[src/rtl/ifetch_queue.sv]
// Instruction fetch queue: DEPTH-entry circular FIFO of {instr, pc} with redirect flush.
// Define IFETCH_QUEUE_BYPASS_EN to forward enq_* straight to deq_* while the queue is empty.
module ifetch_queue #(
    parameter int unsigned DEPTH       = 4,
    parameter int unsigned INSTR_WIDTH = 32,
    parameter int unsigned ADDR_WIDTH  = 32
) (
    input  logic                         clk,
    input  logic                         reset,
    input  logic                         enq_valid,
    output logic                         enq_ready,
    input  logic [INSTR_WIDTH-1:0]       enq_instr,
    input  logic [ADDR_WIDTH-1:0]        enq_pc,
    output logic                         deq_valid,
    input  logic                         deq_ready,
    output logic [INSTR_WIDTH-1:0]       deq_instr,
    output logic [ADDR_WIDTH-1:0]        deq_pc,
    input  logic                         flush,
    output logic [$clog2(DEPTH):0]       count,
    output logic                         almost_full
);

    localparam int unsigned PW = $clog2(DEPTH);
    localparam int unsigned CW = $clog2(DEPTH) + 1;

    typedef struct packed {
        logic [INSTR_WIDTH-1:0] instr;
        logic [ADDR_WIDTH-1:0]  pc;
    } entry_t;

    entry_t          mem [DEPTH];
    logic [PW-1:0]   wr_ptr, wr_ptr_n;
    logic [PW-1:0]   rd_ptr, rd_ptr_n;
    logic [CW-1:0]   count_q, count_n;
    logic            dv_q, dv_n;
    logic            er_q, er_n;
    logic            af_q, af_n;
    entry_t          head_q, head_n;
    entry_t          enq_entry;
    logic            wr_en;
    logic            rd_en;
    logic            byp;

    assign enq_entry = '{instr: enq_instr, pc: enq_pc};

`ifdef IFETCH_QUEUE_BYPASS_EN
    // Empty queue forwards the incoming instruction in the same cycle unless redirected.
    assign byp       = (count_q == '0) && enq_valid && !flush;
    assign deq_valid = dv_q | byp;
    assign deq_instr = byp ? enq_instr : head_q.instr;
    assign deq_pc    = byp ? enq_pc    : head_q.pc;
`else
    assign byp       = 1'b0;
    assign deq_valid = dv_q;
    assign deq_instr = head_q.instr;
    assign deq_pc    = head_q.pc;
`endif

    assign enq_ready   = er_q;
    assign almost_full = af_q;
    assign count       = count_q;

    // Next-state: pointers, occupancy, status flags and the pre-fetched head entry.
    always_comb begin
        wr_en    = enq_valid && er_q && !(byp && deq_ready);
        rd_en    = dv_q && deq_ready;
        wr_ptr_n = wr_ptr + PW'(wr_en);
        rd_ptr_n = rd_ptr + PW'(rd_en);
        count_n  = count_q + CW'(wr_en) - CW'(rd_en);
        if (flush) begin
            wr_ptr_n = '0;
            rd_ptr_n = '0;
            count_n  = '0;
        end
        head_n = '0;
        if (count_n != '0) begin
            // The entry being written becomes head when the queue would otherwise be empty.
            head_n = (wr_en && (wr_ptr == rd_ptr_n)) ? enq_entry : mem[rd_ptr_n];
        end
        dv_n = (count_n != '0);
        er_n = (count_n != CW'(DEPTH));
        af_n = (count_n >= CW'(DEPTH - 1));
    end

    always_ff @(posedge clk or negedge reset) begin
        if (!reset) begin
            wr_ptr  <= '0;
            rd_ptr  <= '0;
            count_q <= '0;
            dv_q    <= 1'b0;
            er_q    <= 1'b1;
            af_q    <= 1'b0;
            head_q  <= '0;
        end else begin
            wr_ptr  <= wr_ptr_n;
            rd_ptr  <= rd_ptr_n;
            count_q <= count_n;
            dv_q    <= dv_n;
            er_q    <= er_n;
            af_q    <= af_n;
            head_q  <= head_n;
        end
    end

    // Entry storage carries no reset; unread slots never reach the outputs.
    always_ff @(posedge clk) begin
        if (wr_en && !flush) begin
            mem[wr_ptr] <= enq_entry;
        end
    end

endmodule

[config.mk]
export PLATFORM = sky130hd
export DESIGN_NAME = ifetch_queue
export DESIGN_NICKNAME = d
export VERILOG_FILES = /design/src/rtl/ifetch_queue.sv
export SDC_FILE = /design/constraint.sdc
export NUM_CORES = 1
export LEC_CHECK = 0
export ABC_AREA = 1
export BUFFER_PORTS_ARGS = -buffer_cell sky130_fd_sc_hd__buf_2
export CAP_MARGIN = 25
export CORE_UTILIZATION = 60
export CTS_BUF_LIST = sky130_fd_sc_hd__clkbuf_4
export DETAILED_ROUTE_END_ITERATION = 10
export PLACE_DENSITY = 0.81
export SYNTH_ARGS = -nofsm -noshare
export SYNTH_HDL_FRONTEND = slang
export SYNTH_SLANG_ARGS = --single-unit
[constraint.sdc]
create_clock -name clk -period 9.3 [get_ports clk]
set_clock_uncertainty 0.2 [all_clocks]
set_input_delay 1.86 -clock clk [delete_from_list [all_inputs] [get_ports clk]]
set_output_delay 1.86 -clock clk [all_outputs]
set_load 0.01 [all_outputs]
==> reports/qor.csv, run 1 <==
metric,value,unit
outcome,completed,
drive_gt1_frac,0.194,
cts_setup_buffers,0,
yosys.area.top_type,edfxtp_1,
final_core_util,0.701,
post_cts_resized,0,
drc_errors,0,
slew_headroom,0.389,
ctsHoldBuffers,0,
clkTransAtPathRegs,0.07,ns
worst_slew_pin_slew,0.916,ns
avgSynthCellArea,10.2,µm²
fin_total_pwr,4.52,mW
dpl_worst_slack,3.87,ns
clock_latency,0.69,ns
postRouteAntennaNets,0,
cts-buffers-inserted,83,
synthCells,1375,
ios,139,
mostFrequentLayoutCells,"nand2_1, edfxtp_1, nand3_1",
ys_seq_area_frac,0.678,
root_buffer,clkbuf_4,
stdcell_area,0.0160,mm²
gp_congestion,0.745,
drt-total-wl,30700,µm
grt_max_degree,113,
end_kind,flop,
cts-htree-levels,3,
ir_drop,0.161,mV
setup_viol,0,
drt_iter0_markers,825,
cts_tree,built,
max_freq,0.216,GHz
finalHoldViolCount,0,
dp_hpwl,16200,µm
core_region_area,0.0228,mm²
die_h,155,µm
final_common_cell,nand2_1,
arrival,4.98,ns
syn-num-nets,1449,
min_path_type,reg -> reg,
initial_core_util,0.616,
finalNetCount,1600,
p_leak,7.37,nW
antenna_found_initial,6,
n_fill_cell,1682,
clockBufferDepth,3,
portBuffers,138,
ys_types,21,
period_needed,4.62,ns
detail_route.vias_per_cell,5.31,
first_pass_iters,5,
crit_fanout,82,
synth_area,0.0141,mm²
synth.area.top_cells,"edfxtp_1, nand2_1, dfrtp_1",
power.density,282,mW/mm²
fin_ws,4.68,ns
fin_cells,1914,
grt-ovfl-total,0,
reg2reg_depth,12,
rsz0062_at_grt,false,
critical_path_class,in -> reg,
required,9.66,ns
row_count,55,
num_vias,10200,
slew_violations,0,
synth-seq-cells,330,
post-route-period-util,0.497,
die_area,0.0241,mm²
tns,0,ns
grt_pass1_vias,9818,
placed_cell_area,0.0148,mm²
min_path_cells,6,
syn2layout_area_growth,13.8,%
die_w,155,µm
grt_usage,0.264,
cap_viol_max_count,0,
ys.warnings.count,0,
worstSetupStartpointType,input port,
grt_pass1_wl,48900,µm
clock_sinks,330,
yosys.area.top_type_share,0.546,
wl_per_cell,16.0,µm
dpl.cell_count,1750,
hold_slack,0.449,ns
## cell families (layout without fill, tap and decap cells)
group	after synthesis	count (layout)	synth area share
AND/OR/NAND/NOR	804	804	0.233
flip-flops	330	330	0.678
buffers and inverters	171	393	0.0611
AO/OA/AOI/OAI	64	64	0.0227
adder cells (fa/ha/maj)	5	5	0.00498
XOR/XNOR	1	1	0.000622
other	0	4	0
## cell usage after synthesis (all sizes together)
library cell	instances
inv	80
nand4	1
nand2	531
nor2	72
dfstp	1
dfrtp	73
xnor2	1
clkbuf	3
edfxtp	256
ha	4
nand3	196
fa	1
a21oi	64
buf	88
nor3	4
## metal layers
metal  track usage  up-vias  routed length (µm)
li1              -     4895                   -
met1         0.322     4759               12200
met2         0.454      424               15300
met3        0.0565       72                2400
met4         0.115        4                 767
met5             0        -                  27
## final timing paths
path                           start            end  slack [ns]
max                            flush      deq_pc[9]        4.68
min in group asynchronous      reset  deq_instr[26]        0.94
min reg2reg                mem[2][3]      deq_pc[3]        0.45
max in group asynchronous      reset      enq_ready        7.29
max reg2reg                enq_ready      deq_pc[9]        5.77
min                        mem[2][3]      deq_pc[3]        0.45
## registers in the layout (all words and copies together), names as in the netlist
name         cells
almost_full      1
mem            256
deq_instr       32
count            3
deq_valid        1
enq_ready        1
deq_pc          32
wr_ptr           2
rd_ptr           2
## worst max-delay path, cell delays in order
cell and delay, ns:
buf_2 0.14, inv_4 0.43, buf_4 0.80, nand4_1 0.26, nand2_4 0.34, buf_4 0.52, buf_12 0.31, nand3_1 0.12
nand2_1 0.09, nor2_1 0.05
## final cells by class
| cell class | instances | area, µm² | share of cell area |
|---|---|---|---|
| sequential | 330 | 9540 | 0.596 |
| multi-input combinational | 874 | 3750 | 0.234 |
| clock buffer | 131 | 983 | 0.0614 |
| timing repair buffer | 157 | 908 | 0.0567 |
| tap | 313 | 392 | 0.0244 |
| inverter | 80 | 303 | 0.0189 |
| clock inverter | 25 | 135 | 0.00844 |
| antenna | 4 | 10.0 | 0.000625 |
## power by group
part	total, mW	internal, mW	switching [mW]
registers	1.86	1.80	0.0599
logic	1.42	0.447	0.969
clock network	1.24	0.672	0.568
total	4.52	2.92	1.60
Note: power is estimated with default switching activity, not from simulation.
==> run 2: changes to the inputs <==
Settings changed: CORE_UTILIZATION 60 to 55, PLACE_DENSITY 0.81 to 0.78.
Clock period 9.3 ns to 4.2 ns, I/O delays scaled along.
==> reports/qor.csv, run 2 (synthesized netlist as in run 1, its figures left out) <==
metric,value,unit,change
n_fill_cell,1960,,was 1682
grt-ovfl-total,0,,unchanged
clockBufferDepth,3,,unchanged
ir_drop,0.430,mV,was 0.161 mV
tns,0,ns,unchanged
portBuffers,138,,unchanged
rsz0062_at_grt,false,,unchanged
min_path_type,in -> reg,,was reg -> reg
root_buffer,clkbuf_4,,unchanged
placed_cell_area,0.0150,mm²,was 0.0148 mm²
mostFrequentLayoutCells,"nand2_1, edfxtp_1, nand3_1",,unchanged
drc_errors,0,,unchanged
outcome,completed,,unchanged
grt_pass1_wl,50200,µm,was 48900 µm
period_needed,3.36,ns,
num_vias,10200,,about the same
fin_cells,1935,,was 1914
r2r_slack,0.84,ns,was 5.77 ns
detail_route.vias_per_cell,5.25,,was 5.31
top_register,mem,,unchanged
finalHoldViolCount,0,,unchanged
fin_ws,0.835,ns,was 4.68 ns
finalNetCount,1606,,was 1600
dpl.cell_count,1778,,was 1750
clock_latency,0.69,ns,about the same
cts-htree-levels,3,,unchanged
cts_tree,built,,unchanged
drive_gt1_frac,0.196,,was 0.194
die_h,162,µm,was 155 µm
initial_core_util,0.559,,was 0.616
first_pass_iters,5,,unchanged
fin_total_pwr,10.0,mW,was 4.52 mW
multi_input_area,0.00377,mm²,was 0.00375 mm²
final_common_cell,nand2_1,,unchanged
setup_viol,0,,unchanged
stdcell_area,0.0161,mm²,was 0.0160 mm²
crit_fanout,26,,was 82
dpl_worst_slack,0.454,ns,was 3.87 ns
worst_slew_pin_slew,0.959,ns,was 0.916 ns
power.density,621,mW/mm²,was 282 mW/mm²
antenna_found_initial,9,,was 6
cap_viol_max_count,0,,unchanged
clock_sinks,330,,unchanged
syn2layout_area_growth,14.7,%,was 13.8%
core_region_area,0.0252,mm²,was 0.0228 mm²
post-route-period-util,0.801,,
die_area,0.0262,mm²,was 0.0241 mm²
worstSetupStartpointType,flop,,was input port
gp_congestion,0.748,,was 0.745
postRouteAntennaNets,0,,unchanged
post_cts_resized,0,,unchanged
cts-buffers-inserted,80,,was 83
drt_iter0_markers,817,,was 825
max_freq,0.297,GHz,
grt_usage,0.246,,was 0.264
slew_violations,0,,unchanged
largest_reg_flops,256,,unchanged
wl_per_cell,16.1,µm,was 16.0 µm
dp_hpwl,16900,µm,was 16200 µm
regArea,0.00954,mm²,unchanged
ios,139,,unchanged
die_w,162,µm,was 155 µm
end_kind,flop,,unchanged
row_count,58,,was 55
grt_max_degree,83,,was 113
grt_pass1_vias,10000,,was 9818
critical_path_class,reg -> reg,,was in -> reg
required,4.58,ns,was 9.66 ns
p_leak,7.41,nW,was 7.37 nW
drt-total-wl,31200,µm,was 30700 µm
slew_headroom,0.361,,was 0.389
clkTransAtPathRegs,0.07,ns,about the same
arrival,3.75,ns,was 4.98 ns
[run 2: cell types whose count changed in the layout (fill, tap and decap cells not counted), sizes merged]
cell	change
dlygate4sd3	+1
bufinv	+1
clkinv	-3
diode	+4
clkbuf	-6
clkinvlp	-1
buf	+8
[run 2: worst paths after layout]
check / startpoint / end / cells past startpoint
max reg2reg: enq_ready / deq_instr[24] / 12
min in group asynchronous: reset / deq_instr[18] / 2
min reg2reg: mem[0][50] / deq_instr[18] / 6
max in group asynchronous: reset / enq_ready / 3
min: enq_instr[1] / mem[1][33] / 1
max: enq_ready / deq_instr[24] / 12
[run 2: metrics by stage]
stage / hold slack (ns) / util
2_1_floorplan: 0.344 / -
3_5_place_dp: 0.446 / 0.596
4_1_cts: 0.127 / 0.639
5_1_grt: 0.138 / 0.641
3_3_place_gp: 0.434 / 0.596
6_report: 0.170 / 0.641
[run 2: what timing repair did]
action | 4_1_cts | 5_1_grt
setup buffers | 0 | 0
hold buffers | 0 | 1
hold endpoints to repair | 0 | 29
[run 2: metal layers]
metal / track usage / wire, µm
met2: 0.413 / 15400
met4: 0.0999 / 573
met3: 0.0516 / 2230
met1: 0.313 / 13000
met5: 0 / 24
[run 2: layout make-up]
class                           count  share of cell area
Clock buffer                      125              0.0581
Inverter                           80              0.0188
Multi-Input combinational cell    874               0.234
Antenna cell                        8             0.00124
Clock inverter                     22             0.00891
Tap cell                          330              0.0256
Sequential cell                   330               0.591
Timing Repair Buffer              166              0.0628
[run 2: critical path, stage by stage (launching register included)]
cell	delay, ns
dfstp_2	0.53
nand2_1	0.10
ha_1	0.31
inv_1	0.06
ha_1	0.15
inv_1	0.07
fa_1	0.45
nor2_1	0.18
nor2_1	0.10
nand2_2	0.47
buf_4	0.42
nand2_1	0.10
nor2_1	0.12
[run 2: where the power goes]
| part | switching (mW) | internal (mW) |
|---|---|---|
| clock network | 1.26 | 1.48 |
| registers | 0.143 | 3.98 |
| logic | 2.15 | 1.01 |
==> run 3: changes to the inputs <==
Clock period 4.2 ns to 2.95 ns, I/O delays scaled along.
==> reports/qor.csv, run 3 (synthesized netlist as in run 1, its figures left out) <==
metric,value,unit,change
outcome,completed,,unchanged
final_core_util,0.673,,was 0.641
core_region_area,0.0252,mm²,unchanged
clkTransAtPathRegs,0.07,ns,about the same
portBuffers,138,,unchanged
cts_tree,built,,unchanged
drt-total-wl,32200,µm,was 31200 µm
n_fill_cell,1824,,was 1960
gp_congestion,0.801,,was 0.748
grt-ovfl-total,0,,unchanged
arrival,3.11,ns,was 3.75 ns
detail_route.vias_per_cell,5.28,,was 5.25
stdcell_area,0.0169,mm²,was 0.0161 mm²
r2r_start,enq_ready,,unchanged
wl_per_cell,16.1,µm,about the same
worstSetupStartpointType,flop,,unchanged
p_comb_frac,0.325,,was 0.315
grt_pass1_vias,10400,,was 10000
dp_hpwl,17300,µm,was 16900 µm
max_freq,0.367,GHz,was 0.297 GHz
antenna_found_initial,2,,was 9
power.density,860,mW/mm²,was 621 mW/mm²
critical_path_class,reg -> reg,,unchanged
finalNetCount,1678,,was 1606
syn2layout_area_growth,20.3,%,was 14.7%
clockBufferDepth,3,,unchanged
reg2reg_depth,12,,unchanged
slew_violations,0,,unchanged
ios,139,,unchanged
switching_share,0.353,,was 0.354
worst_slew_pin_slew,0.713,ns,was 0.959 ns
crit_fanout,37,,was 26
cts_setup_buffers,0,,unchanged
cap_viol_max_count,0,,unchanged
fin_total_pwr,14.6,mW,was 10.0 mW
p_leak,7.75,nW,was 7.41 nW
die_h,162,µm,unchanged
clock_latency,0.68,ns,was 0.69 ns
largest_reg_flops,256,,unchanged
fin_ws,0.223,ns,was 0.835 ns
clock_sinks,330,,unchanged
setup_viol,0,,unchanged
placed_cell_area,0.0151,mm²,was 0.0150 mm²
pwr-share-seq,0.403,,was 0.412
ir_drop,0.681,mV,was 0.430 mV
row_count,58,,unchanged
grt_usage,0.251,,was 0.246
r2r_slack,0.22,ns,was 0.84 ns
required,3.34,ns,was 4.58 ns
drc_errors,0,,unchanged
die_w,162,µm,unchanged
cts-htree-levels,3,,unchanged
mostFrequentLayoutCells,"nand2_1, edfxtp_1, nand3_1",,unchanged
postRouteAntennaNets,0,,unchanged
first_pass_iters,5,,unchanged
min_path_type,in -> async,,was in -> reg
top_register,mem,,unchanged
cts-buffers-inserted,83,,was 80
p_clk_frac,0.272,,was 0.273
initial_core_util,0.559,,unchanged
rsz0062_at_grt,false,,unchanged
dpl_worst_slack,-0.0713,ns,was 0.454 ns
period_needed,2.73,ns,was 3.36 ns
end_kind,flop,,unchanged
internal_power,9.43,mW,was 6.47 mW
num_vias,10600,,was 10200
drive_gt1_frac,0.191,,was 0.196
hold_slack,0.250,ns,was 0.170 ns
root_buffer,clkbuf_4,,unchanged
final_common_cell,nand2_1,,unchanged
slew_headroom,0.525,,was 0.361
power_switching,5.14,mW,was 3.55 mW
drt_iter0_markers,768,,was 817
post-route-period-util,0.925,,was 0.801
reg2reg_to,deq_pc[13],,was deq_instr[24]
die_area,0.0262,mm²,unchanged
grt_pass1_wl,51100,µm,was 50200 µm
finalHoldViolCount,0,,unchanged
grt_max_degree,83,,unchanged
-- run 3: cell count changes in the layout (fill, tap and decap cells not counted), sizes merged --
cell / change
clkinvlp: -1
buf: +4
diode: -6
clkbuf: +3
clkinv: +7
dlygate4sd3: +65
-- run 3: how the worst max path moves through the flow --
stage                     startpoint             to  slack (ns)
after floorplan                flush      mem[2][0]       -0.18
after global routing       enq_ready  deq_instr[19]        0.02
after CTS                  enq_ready  deq_instr[16]        0.08
after global placement     deq_ready   deq_instr[8]         0.1
final                      enq_ready     deq_pc[13]        0.22
after detailed placement   deq_ready  deq_instr[16]       -0.07
-- run 3: layer usage --
layer,routed length (µm),track usage
met1,13200,0.314
met2,16300,0.432
met3,2280,0.0483
met4,478,0.0969
met5,0,0
-- run 3: through the flow --
step           setup TNS, ns  cells
6_report                   0   2007
5_1_grt                    0   2007
4_1_cts                    0   2005
3_5_place_dp          -0.741   1783
3_3_place_gp               0   1783
2_1_floorplan         -37.84   1375
-- run 3: worst max-delay path, stage by stage (launching register included) --
cell and delay, ns:
dfstp_2 0.53, nand2_1 0.07, ha_1 0.29, inv_1 0.06, ha_1 0.13, inv_1 0.05
fa_1 0.45, nor2_1 0.19, nor2_1 0.11, nand2_2 0.12, buf_12 0.23, nand2_1 0.09
nor2_1 0.11
-- run 3: timing repair --
action,4_1_cts,5_1_grt
resized for setup,0,2
hold buffers,66,0
setup endpoints to repair,0,26
hold endpoints to repair,292,0
-- run 3: power groups by stage --
stage / registers (mW) / logic, mW / clock network, mW
global placement: 5.96 / 4.43 / 0
floorplan: 6.15 / 3.06 / 0
CTS: 5.87 / 4.70 / 4.06
finish: 5.87 / 4.74 / 3.97
detailed placement: 5.96 / 4.62 / 0
global route: 5.91 / 5.32 / 4.32
-- run 3: area by class of cell --
class / count / area (µm²) / share of cell area
Antenna cell: 2 / 5.00 / 0.000295
Clock buffer: 128 / 961 / 0.0567
Clock inverter: 28 / 161 / 0.00953
Inverter: 80 / 317 / 0.0187
Multi-Input combinational cell: 874 / 3790 / 0.224
Sequential cell: 330 / 9540 / 0.563
Tap cell: 330 / 413 / 0.0244
Timing Repair Buffer: 235 / 1760 / 0.104
